--- config.mk ---
export PLATFORM = sky130hd
export DESIGN_NAME = ap_ctrl_hs_driver
export DESIGN_NICKNAME = d
export VERILOG_FILES = /design/src/rtl/ap_ctrl_hs_driver.sv
export SDC_FILE = /design/constraint.sdc
export NUM_CORES = 1
export LEC_CHECK = 0
export CORE_ASPECT_RATIO = 0.75
export CORE_MARGIN = 1
export CORE_UTILIZATION = 40
export CTS_BUF_LIST = sky130_fd_sc_hd__clkbuf_2 sky130_fd_sc_hd__clkbuf_4 sky130_fd_sc_hd__clkbuf_8
export CTS_CLUSTER_DIAMETER = 120
export DETAILED_ROUTE_END_ITERATION = 6
export PLACE_DENSITY_LB_ADDON = 0.08
export SLEW_MARGIN = 20
export SYNTH_ARGS = -nofsm -noshare
export SYNTH_HDL_FRONTEND = slang
export SYNTH_SLANG_ARGS = --single-unit
export TNS_END_PERCENT = 100
--- constraint.sdc ---
create_clock -name ap_clk -period 14.5 [get_ports ap_clk]
set_clock_uncertainty 0.2 [all_clocks]
set_input_delay 2.9 -clock ap_clk [delete_from_list [all_inputs] [get_ports ap_clk]]
set_output_delay 2.9 -clock ap_clk [all_outputs]
set_load 0.005 [all_outputs]
--- src/rtl/ap_ctrl_hs_driver.sv ---
// Initiator for the ap_ctrl_hs handshake: issues a commanded burst of calls to an HLS core,
// timestamps each issue in a small FIFO and reports per-call latency, peak, counts and errors.
module ap_ctrl_hs_driver #(
  parameter int DEPTH   = 4,
  parameter int CNT_W   = 16,
  parameter int TIMEOUT = 4096
) (
  input  logic             ap_clk,
  input  logic             ap_rst_n,
  input  logic             cmd_valid,
  input  logic [CNT_W-1:0] cmd_count,
  output logic             cmd_ready,
  input  logic             cmd_abort,
  output logic             ap_start,
  input  logic             ap_ready,
  input  logic             ap_done,
  input  logic             ap_idle,
  output logic             lat_valid,
  output logic [CNT_W-1:0] lat_value,
  output logic [CNT_W-1:0] lat_max,
  output logic [CNT_W-1:0] issued,
  output logic [CNT_W-1:0] completed,
  output logic             burst_done,
  output logic [1:0]       err
);

  localparam int AW   = $clog2(DEPTH);
  localparam int WD_W = $clog2(TIMEOUT + 1);

  typedef enum logic [1:0] {IDLE, RUN, DRAIN, ERROR} state_t;

  state_t           state, state_nxt;
  logic [CNT_W-1:0] ts;
  logic [CNT_W-1:0] target;
  logic [AW:0]      wr_ptr, rd_ptr;
  logic [CNT_W-1:0] ts_mem [DEPTH];
  logic [WD_W-1:0]  wdog;

  logic             fifo_empty, fifo_full;
  logic             push, pop, spurious, accept;
  logic             wd_count, wd_hit;
  logic [CNT_W-1:0] cur_lat;

  function automatic logic [CNT_W-1:0] sat_inc(input logic [CNT_W-1:0] v);
    return (&v) ? v : v + 1'b1;
  endfunction

  function automatic logic [CNT_W-1:0] max_of(input logic [CNT_W-1:0] a,
                                              input logic [CNT_W-1:0] b);
    return (a > b) ? a : b;
  endfunction

  assign fifo_empty = (wr_ptr == rd_ptr);
  assign fifo_full  = (wr_ptr[AW] != rd_ptr[AW]) && (wr_ptr[AW-1:0] == rd_ptr[AW-1:0]);
  assign push       = ap_start && ap_ready;
  assign pop        = ap_done && !fifo_empty;
  assign spurious   = ap_done && fifo_empty;
  // Modular subtraction makes latency correct across timestamp wrap.
  assign cur_lat    = ts - ts_mem[rd_ptr[AW-1:0]];
  assign wd_count   = (state == RUN) && !fifo_empty && !ap_done;
  assign wd_hit     = wd_count && (wdog == WD_W'(TIMEOUT - 1));
  assign accept     = (state == IDLE) && cmd_valid && (cmd_count != '0) && !cmd_abort;

  always_comb begin
    state_nxt  = state;
    cmd_ready  = 1'b0;
    ap_start   = 1'b0;
    burst_done = 1'b0;
    case (state)
      IDLE: begin
        cmd_ready = 1'b1;
        if (cmd_valid && (cmd_count != '0)) state_nxt = RUN;
      end
      RUN: begin
        // Full FIFO blocks issue even if a pop happens this cycle.
        ap_start = (issued < target) && !fifo_full;
        if (wd_hit)
          state_nxt = ERROR;
        else if ((issued == target) && (completed == target) && ap_idle)
          state_nxt = DRAIN;
      end
      DRAIN: begin
        burst_done = 1'b1;
        state_nxt  = IDLE;
      end
      ERROR: state_nxt = ERROR;
      default: state_nxt = IDLE;
    endcase
    if (cmd_abort) state_nxt = IDLE;
  end

  always_ff @(posedge ap_clk or negedge ap_rst_n) begin
    if (!ap_rst_n) begin
      state     <= IDLE;
      ts        <= '0;
      target    <= '0;
      issued    <= '0;
      completed <= '0;
      wr_ptr    <= '0;
      rd_ptr    <= '0;
      wdog      <= '0;
      lat_valid <= 1'b0;
      lat_value <= '0;
      lat_max   <= '0;
      err       <= '0;
    end else begin
      state     <= state_nxt;
      ts        <= ts + 1'b1;
      lat_valid <= pop && !cmd_abort;
      if (cmd_abort) begin
        wr_ptr <= '0;
        rd_ptr <= '0;
        wdog   <= '0;
        err    <= '0;
      end else begin
        if (push) begin
          wr_ptr <= wr_ptr + 1'b1;
          issued <= sat_inc(issued);
        end
        if (pop) begin
          rd_ptr    <= rd_ptr + 1'b1;
          completed <= sat_inc(completed);
          lat_value <= cur_lat;
          lat_max   <= max_of(lat_max, cur_lat);
        end
        wdog <= wd_count ? wdog + 1'b1 : '0;
        if (wd_hit)   err[0] <= 1'b1;
        if (spurious) err[1] <= 1'b1;
        if (accept) begin
          target    <= cmd_count;
          issued    <= '0;
          completed <= '0;
          lat_max   <= '0;
        end
      end
    end
  end

  // Timestamp storage is pure data; pointers alone define validity.
  always_ff @(posedge ap_clk) begin
    if (push) ts_mem[wr_ptr[AW-1:0]] <= ts;
  end

endmodule
# Yosys cells after proc, flatten, opt, wreduce, memory -nomap -nowiden
# Memory sizes are Yosys's and may differ from the RTL's.
# Index checks and enable logic that the tools add are counted.
[word_totals] reg_bits=120 ram_bits=64 inputBits=23 output_inout_bits=70 wordCells=101 n_memories=1
[op_classes] add_sub_neg=7 magnitude_cmp=2 n_eq_ne=14 muxes=28 n_bitwise=1 reduce_logical=35
[memory_table] memory="ts_mem" depth=4 width=16 read_ports=1 rd_clocked_by_memory_dff=0 write_ports=1 line_no="36" rtl="logic [CNT_W-1:0] ts_mem [DEPTH];"
[op_table] operator="$mux 16" n=9
[op_table] operator="$add 16x1->16 const B" n=3
[op_table] operator="$eq 16x16->1" n=2
[op_table] operator="$reduce_and 16->1" n=2
[op_table] operator="$mux 13" n=2
[op_table] operator="$gt 16x16->1" n=1
[op_table] operator="$lt 16x16->1" n=1
[op_table] operator="$reduce_bool 16->1" n=1
[op_table] operator="$sub 16x16->16" n=1
[op_table] operator="$logic_and 1x1->1" n=15
[op_table] operator="$add 13x1->13 const B" n=1
[op_table] operator="$eq 13x12->1 const B" n=1
[op_table] operator="$mux 3" n=4
[op_table] operator="$reduce_bool 2->1" n=6
[op_table] operator="$mux 2" n=5
[op_table] operator="$reduce_and 3->1" n=3
[op_table] operator="$pmux 2 s4" n=1
[op_table] operator="$mux 1" n=7
[op_table] operator="$add 3x1->3 const B" n=2
[op_table] operator="$ne 2x2->1 const B" n=3
[op_table] operator="$reduce_and 2->1" n=3
[op_table] operator="$eq 2x2->1 const B" n=2
[op_table] operator="$logic_not 1->1" n=4
[op_table] operator="$ne 4x3->1 const B" n=1
[op_table] operator="other kinds (7)" n=7

# Longest topological paths before layout
# Gate-level depths: netlist of run 1.
[depth] word_depth=8 ltp_mapped=19

# Least setup slack after synthesis of run 1
# No wires, ideal clock.
[synth_timing] kind="register to register" start="register rd_ptr[0]" end="register lat_max[0]" setup_ns=0.094 arrival_ns=4.920 t_required_ns=14.206 path_slack_ns=9.286 path_stages_with_launch=20 path_buffers=3 cell_sequence="dfrtp_1 buf_6 buf_1 mux4_2 ha_1 inv_1 fa_1 a21o_1 a221oi_1 o21bai_1 a41oi_1 xor2_1 ha_1 nand4_1 or3_1 a21o_1 a21oi_1 clkbuf_1 nor3_1 a211oi_1"
[synth_between] elab_chain_cells=5 elab_cells_between_ends=12 cone_classes="add/sub (1); order compare (1); eq/ne (2); mux (3); reduce/logical (4); memory (1)"
[synth_lines] element="start, declared" line_no="35" rtl="logic [AW:0] wr_ptr, rd_ptr;"
[synth_lines] element="start signal, assigned" line_no="121" rtl="rd_ptr <= rd_ptr + 1'b1;"
[synth_lines] element="$mem_v2 4x16 or $eq 3x3->1 (tied branches)"
[synth_lines] element="$sub 16x16->16 or $logic_not 1->1 (tied branches)" line_no="59, 56"
[synth_lines] element="$gt 16x16->1 (tied with other cells)" line_no="50" rtl="return (a > b) ? a : b;"
[synth_lines] element="$ne 2x2->1 (no source line) (tied with other cells)"
[synth_lines] element="$reduce_and 3->1 (no source line) or $mux 16 (tied branches)"
[synth_lines] element="end signal, assigned" line_no="124" rtl="lat_max <= max_of(lat_max, cur_lat);"
[synth_lines] element="end, declared" line_no="20" rtl="output logic [CNT_W-1:0] lat_max,"
# Parallel ways exist; a longest one is shown, timed or not. The select of a mux whose other input is x is not followed.
# A chain may end at the register's enable or synchronous reset.

# Worst setup path in the final report of run 1
[layout_timing] start="register rd_ptr[1]" end="output ap_start"
[layout_between] elab_chain_cells=5
[layout_lines] element="$eq 2x2->1" line_no="54" rtl="assign fifo_full = (wr_ptr[AW] != rd_ptr[AW]) && (wr_ptr[AW-1:0] == rd_ptr[AW-1:0]);"
[layout_lines] element="$logic_and 1x1->1" line_no="54"
[layout_lines] element="$logic_not 1->1" line_no="76" rtl="ap_start = (issued < target) && !fifo_full;"
[layout_lines] element="$logic_and 1x1->1" line_no="76"
[layout_lines] element="$mux 1" line_no="69" rtl="case (state)"
[layout_lines] element="end, declared" line_no="14" rtl="output logic ap_start,"
# Every way passes these cells.

==> flow_summary_export.csv, run 1 <==
group,metric,value,unit
routing,num_vias,6862,
setup_path,cp_slowest_stage_delay,1.01,ns
synthesis,ys_ff_latch,184,
setup_path,cpMaxStageDelayCell,"dfrtp_1",
clock_network,cts_tree,"done",
synthesis,syn_inst,853,
layout,final_util,48.4,%
placed_design,dp_hpwl,17100,um
worst_hold_path,hp-class,"flip-flop to flip-flop",
clock_network,max-clock-path-buffers,2,
synthesis,yosys_warnings,0,
setup_path,crit_path_start_kind,"flip-flop",
global_routing,grt_pass1_wl,38000,um
floorplan,core_area,23200,um^2
synthesis,synthArstFlopShare,65.2,%
synthesis,synth.distinct_cells,64,
timing,hold_viol_final,0,
timing,max_slew_margin,34.3,%
job,drv_cap,0,
timing,tightest_slew,0.985,ns
pwr,ir_drop,0.0000676,V
synthesis,synth_edf_count,64,
timing,finalCriticalPeriod,6.12,ns
routing,drt_first_pass_iters,7,
timing,fin_crit_sh,42.2,%
setup_path,cp_max_fo,19,
clock_network,root_buffer,"clkbuf_8",
floorplan,start_util,41.1,%
clock_network,h-tree-depth,4,
setup_path,critPathRequiredTime,11.40,ns
routing,drt_iter0_markers,482,
floorplan,io_pins,93,
synthesis,syn_area,9520,um^2
layout,drive_gt1_share,7.74,%
synthesis,seq_area_frac_synth,51.7,%
routing,routedWlPerCell,19.2,um
global_routing,grt_pass1_vias,6450,
layout,antennaDiodeCount,0,
timing,fmax,0.163,GHz
routing,postRouteAntennaNets,0,
global_routing,track_usage,20.6,%
pwr,p_per_area,144,nW/um^2
synthesis,syn_nets,933,
clock_network,cts_sinks,184,
global_routing,antenna_found_initial,0,
placed_design,numPortBuffers,92,
clock_network,ctsResizeCount,0,
routing,drc,0,
setup_path,r2r_slack,8.70,ns
floorplan,dieArea,24400,um^2
clock_network,cts_hold_buf,0,
global_routing,grt_max_degree,70,
setup_path,crit_chain,"xor2_4 > nor2_2 > a2111oi_4 > and3_1 > clkdlybuf4s50_1",
floorplan,rows,48,
setup_path,cp.arrival,3.02,ns
run_status,status,"finished, final reports clean",
timing,rsz0062_at_grt,"no",
global_routing,grt_overflow,0,
setup_path,worstSetupPathType,"flip-flop to output port",
clock_network,numCtsBuffers,17,
synthesis,syn_avg_cell_area,11.2,um^2
clock_network,clkTransAtPathRegs,0.11,ns
clock_network,clk_latency,0.49,ns
synthesis,synth-main-ff-cell,"dfrtp_1",
timing,slew_violations,0,
layout,nets,1023,
setup_path,critPathCaptureType,"output port",
placed_design,gp_congestion,0.806,
routing,viasPerCell,5.46,
timing,setup_tns,0,ns
floorplan,die_w,180,um
timing,setup_viol,0,
floorplan,die_h,136,um
layout,filler_cell_count,2136,
layout,area_growth,17.8,%
pwr,power.leakage,4.52,nW
clock_network,cts_setup_buffers,0,
routing,finalWirelength,24100,um
==> cells by family (layout without fill, tap and decap cells) <==
group / after synthesis / count (layout) / share of synthesized area (%)
flops: 184 / 184 / 51.7
compound gates: 162 / 162 / 11.5
xor+xnor: 75 / 75 / 7.30
buf+inv: 82 / 185 / 3.46
fa+ha+maj: 57 / 57 / 7.57
mux: 22 / 22 / 4.47
simple gates: 271 / 271 / 14.0
==> placed cells by master (no fill, tap or decap), types with 7 or more instances in the layout <==
master,synthesis,routed
nor2_1,57,57
nand4_1,22,22
and3_1,13,13
or4_1,8,8
dfrtp_1,120,120
or3_1,7,7
clkbuf_8,0,17
xor2_1,35,35
o21ai_0,45,45
nand3_1,31,31
ha_1,56,56
a21oi_1,34,34
o311ai_0,12,12
xnor2_1,38,38
and2_1,8,8
nand2_1,84,84
edfxtp_1,64,64
mux4_2,15,15
inv_1,52,52
clkinv_8,0,8
o31ai_1,18,18
clkdlybuf4s50_1,0,91
buf_4,1,9
nor3_1,12,12
==> flip-flops by register name, indices dropped and copies added, names as in the netlist <==
signal,count
state,2
target,16
ts,16
lat_max,16
wdog,13
issued,16
err,2
completed,16
ts_mem,64
rd_ptr,3
lat_value,16
wr_ptr,3
lat_valid,1
==> cell type report <==
type / count / area, um^2 / share of cell area (%)
timing repair buffer: 101 / 986 / 8.79
inverter: 52 / 195 / 1.74
tap: 300 / 375 / 3.35
sequential: 184 / 4920 / 43.9
clock buffer: 17 / 234 / 2.09
multi-input combinational: 587 / 4290 / 38.2
clock inverter: 15 / 210 / 1.87
==> worst max-delay path: cells and delay by family (launching register included) <==
family                    cells  cell delay [ns]
and+or+nand+nor               2             0.32
AOI/OAI and AO/OA             1             0.43
xor gates and xnor gates      1             0.28
buffers and inverters         1             0.51
DFF                           1             1.01
==> path summary, 6_finish.rpt <==
kind | startpoint | endpoint | cells past startpoint
worst max-delay path | rd_ptr[1] | ap_start | 5
worst min-delay path | lat_value[0] | lat_value[0] | 2
worst max register to register | rd_ptr[1] | lat_max[15] | 17
worst min register to register | lat_value[0] | lat_value[0] | 2
max in group asynchronous | ap_rst_n | lat_max[12] | 2
min in group asynchronous | ap_rst_n | completed[5] | 1
==> metrics by stage <==
step	instances	setup slack (ns)	cell area [um^2]	hold slack, ns	power [mW]
CTS	1255	8.31	11200	0.301	1.63
finish	1256	8.38	11200	0.295	1.61
global route	1256	8.22	11200	0.325	1.72
global placement	1223	8.41	10800	0.266	1.25
floorplan	853	9.29	9520	0.255	1.01
detailed placement	1223	8.37	10800	0.272	1.25
==> power by group <==
group	switching [mW]	leakage (nW)	internal, mW
combinational	0.310	2.18	0.253
sequential	0.0662	2.12	0.612
clock	0.235	0.213	0.137
total	0.611	4.52	1.00
==> synthesized netlist by cell type (18+ instances only) <==
cell type  count  share of area [%]
nand2_1       84                3.3
nand3_1       31                1.6
inv_1         52                2.1
xnor2_1       38                3.5
o31ai_1       18                1.4
clkbuf_1      24               0.95
dfrtp_1      120                 32
o21ai_0       45                2.4
xor2_1        35                3.2
nand4_1       22                1.4
ha_1          56                7.4
a21oi_1       34                1.8
nor2_1        57                2.2
edfxtp_1      64                 20
==> routing by layer <==
layer | vias to the layer above | track usage (%) | share of wire (%)
li1 | 3304 | - | -
met1 | 3397 | 32.5 | 53
met2 | 148 | 28.7 | 41
met3 | 13 | 3.98 | 4.3
met4 | 0 | 4.70 | 0.81
met5 | - | 0 | 0
Note: power is estimated with default switching activity, not from simulation.
==> run 2, diff against run 1 <==
==> constraint.sdc (replaced) <==
create_clock -name ap_clk -period 5.9 [get_ports ap_clk]
set_clock_uncertainty 0.2 [all_clocks]
set_input_delay 1.18 -clock ap_clk [delete_from_list [all_inputs] [get_ports ap_clk]]
set_output_delay 1.18 -clock ap_clk [all_outputs]
set_load 0.005 [all_outputs]
==> run 2 against run 1 <==
  * Critical path depth rose by 12
  * Non-clock buffer count rose by 2
  * Sequential share of layout area rose by 0.17 points
  * Critical path type is now flip-flop to flip-flop
  * Largest cell class unchanged
  * Highest routed layer unchanged
==> flow_summary_export.csv, run 2 (same netlist as run 1, synthesis figures left out) <==
group,metric,value,unit
run_status,status,"finished, final reports clean",
floorplan,io_pins,93,
layout,area_growth,17.4,%
setup_path,r2r-start,"rd_ptr[0]",
clock_network,clk_latency,0.49,ns
global_routing,grt_pass1_vias,6494,
clock_network,clkTransAtPathRegs,0.10,ns
layout,antennaDiodeCount,0,
timing,rsz0062_at_grt,"no",
worst_hold_path,hp-class,"flip-flop to flip-flop",
setup_path,r2r_cells,17,
routing,drt_iter0_markers,600,
setup_path,r2r_slack,0.49,ns
clock_network,ctsResizeCount,0,
clock_network,cts_hold_buf,0,
floorplan,die_h,136,um
placed_design,numPortBuffers,92,
pwr,pwr-share-seq,43.2,%
clock_network,cts_tree,"done",
timing,hold_slack,0.288,ns
clock_network,cts_sinks,184,
setup_path,reg2reg_to,"lat_max[7]",
global_routing,grt_pass1_wl,37600,um
timing,max_slew_margin,41.1,%
floorplan,start_util,41.1,%
pwr,combPwrFrac,35.1,%
clock_network,max-clock-path-buffers,2,
pwr,swShare,37.4,%
pwr,p_int,2.45,mW
layout,final_common_cell,"dfrtp_1",
setup_path,critPathCaptureType,"flip-flop",
routing,postRouteAntennaNets,0,
setup_path,critPathRequiredTime,6.04,ns
worst_hold_path,hold_path_startpoint,"lat_value[6]",
setup_path,crit_path_start_kind,"flip-flop",
pwr,power.switching,1.46,mW
setup_path,worstSetupPathType,"flip-flop to flip-flop",
timing,slew_violations,0,
clock_network,numCtsBuffers,17,
clock_network,cts_setup_buffers,0,
global_routing,antenna_found_initial,0,
pwr,clkPwrFrac,21.7,%
global_routing,grt_overflow,0,
floorplan,core_area,23200,um^2
timing,finalCriticalPeriod,5.41,ns
layout,final_cell_mix,"120 x dfrtp_1, 91 x clkdlybuf4s50_1, 84 x nand2_1",
timing,setup_tns,0,ns
placed_design,placedCellCount,1226,
pwr,ir_drop,0.000159,V
placed_design,gp_congestion,0.828,
routing,viasPerCell,5.49,
layout,final_cells,1258,
timing,setup_viol,0,
routing,drc,0,
job,drv_cap,0,
timing,fin_crit_sh,91.6,%
floorplan,die_w,180,um
clock_network,h-tree-depth,4,
floorplan,rows,48,
layout,drive_gt1_share,7.93,%
timing,hold_viol_final,0,
worst_hold_path,worstHoldPathCells,2,
global_routing,grt_max_degree,69,
pwr,power.leakage,4.51,nW
placed_design,dp_hpwl,17300,um
layout,largest_register_ffs,64,
global_routing,track_usage,20.4,%
pwr,power.total,3.91,mW
timing,fmax,0.185,GHz
floorplan,dieArea,24400,um^2
timing,tightest_slew,0.884,ns
setup_path,cp.arrival,5.55,ns
routing,finalWirelength,23700,um
routing,drt_first_pass_iters,5,
layout,filler_cell_count,2119,
setup_path,cp_max_fo,10,
pwr,p_per_area,350,nW/um^2
worst_hold_path,hold_end,"lat_value[6]",
layout,nets,1025,
clock_network,root_buffer,"clkbuf_8",
routing,routedWlPerCell,18.9,um
routing,num_vias,6910,
-- run 2: cell types whose count changed in the layout (fill, tap and decap cells not counted), sizes merged --
cell and change:
inv +5, buf +3, clkinv -5, clkbuf -1
-- run 2: power by group through the flow --
stage,Sequential [mW],Clock [mW],Combinational (mW)
finish,1.69,0.849,1.37
global route,1.72,0.933,1.53
CTS,1.69,0.880,1.38
detailed placement,1.71,0,1.37
global placement,1.71,0,1.36
floorplan,1.65,0,0.827
-- run 2: area by class of cell --
type | count | area [um^2] | share of cell area [%]
flip-flops and latches | 184 | 4920 | 44.1
multi-input cells | 587 | 4290 | 38.4
repair buffers | 103 | 1000 | 8.96
well taps | 300 | 375 | 3.36
clock buffers | 17 | 234 | 2.09
inverters | 52 | 195 | 1.75
clock inverters | 15 | 151 | 1.36
-- run 2: worst max-delay path by stage --
stage | from | end | slack, ns | cells after the start
after floorplan | rd_ptr[0] | lat_max[0] | 0.69 | 19
after global placement | rd_ptr[0] | lat_max[2] | 0.68 | 17
after detailed placement | rd_ptr[0] | lat_max[7] | 0.53 | 17
after CTS | rd_ptr[0] | lat_max[7] | 0.50 | 17
after global routing | rd_ptr[0] | lat_max[6] | 0.09 | 17
final | rd_ptr[0] | lat_max[7] | 0.49 | 17
-- run 2: per-layer routing --
metal  up-vias  part of all wire, %  GRT usage (%)
met5         -                    0              0
met4         0                 0.93           5.08
met3        20                  3.9           3.49
met2       161                   41           28.1
met1      3422                   54           32.5
li1       3307                    -              -
-- run 2: metrics by stage --
step	setup WS [ns]	util [%]	area, um^2
finish	0.493	48.2	11200
detailed placement	0.527	46.5	10800
floorplan	0.686	-	9520
global route	0.0894	48.2	11200
CTS	0.502	48.2	11200
global placement	0.683	46.5	10800
-- run 2: worst max-delay path, cell delays in order, from the launching register on --
cell and delay, ns:
dfrtp_1 0.78, mux4_2 0.35, ha_1 0.16, inv_1 0.06, fa_1 0.39, a21o_1 0.20, a221oi_1 0.47, o21bai_1 0.23
a41oi_1 0.29, xor2_1 0.15, ha_1 0.34, nand4_1 0.17, or3_1 0.41, a21o_1 0.18, o211a_1 0.14, o21ai_0 0.41
buf_4 0.26, o31ai_1 0.07
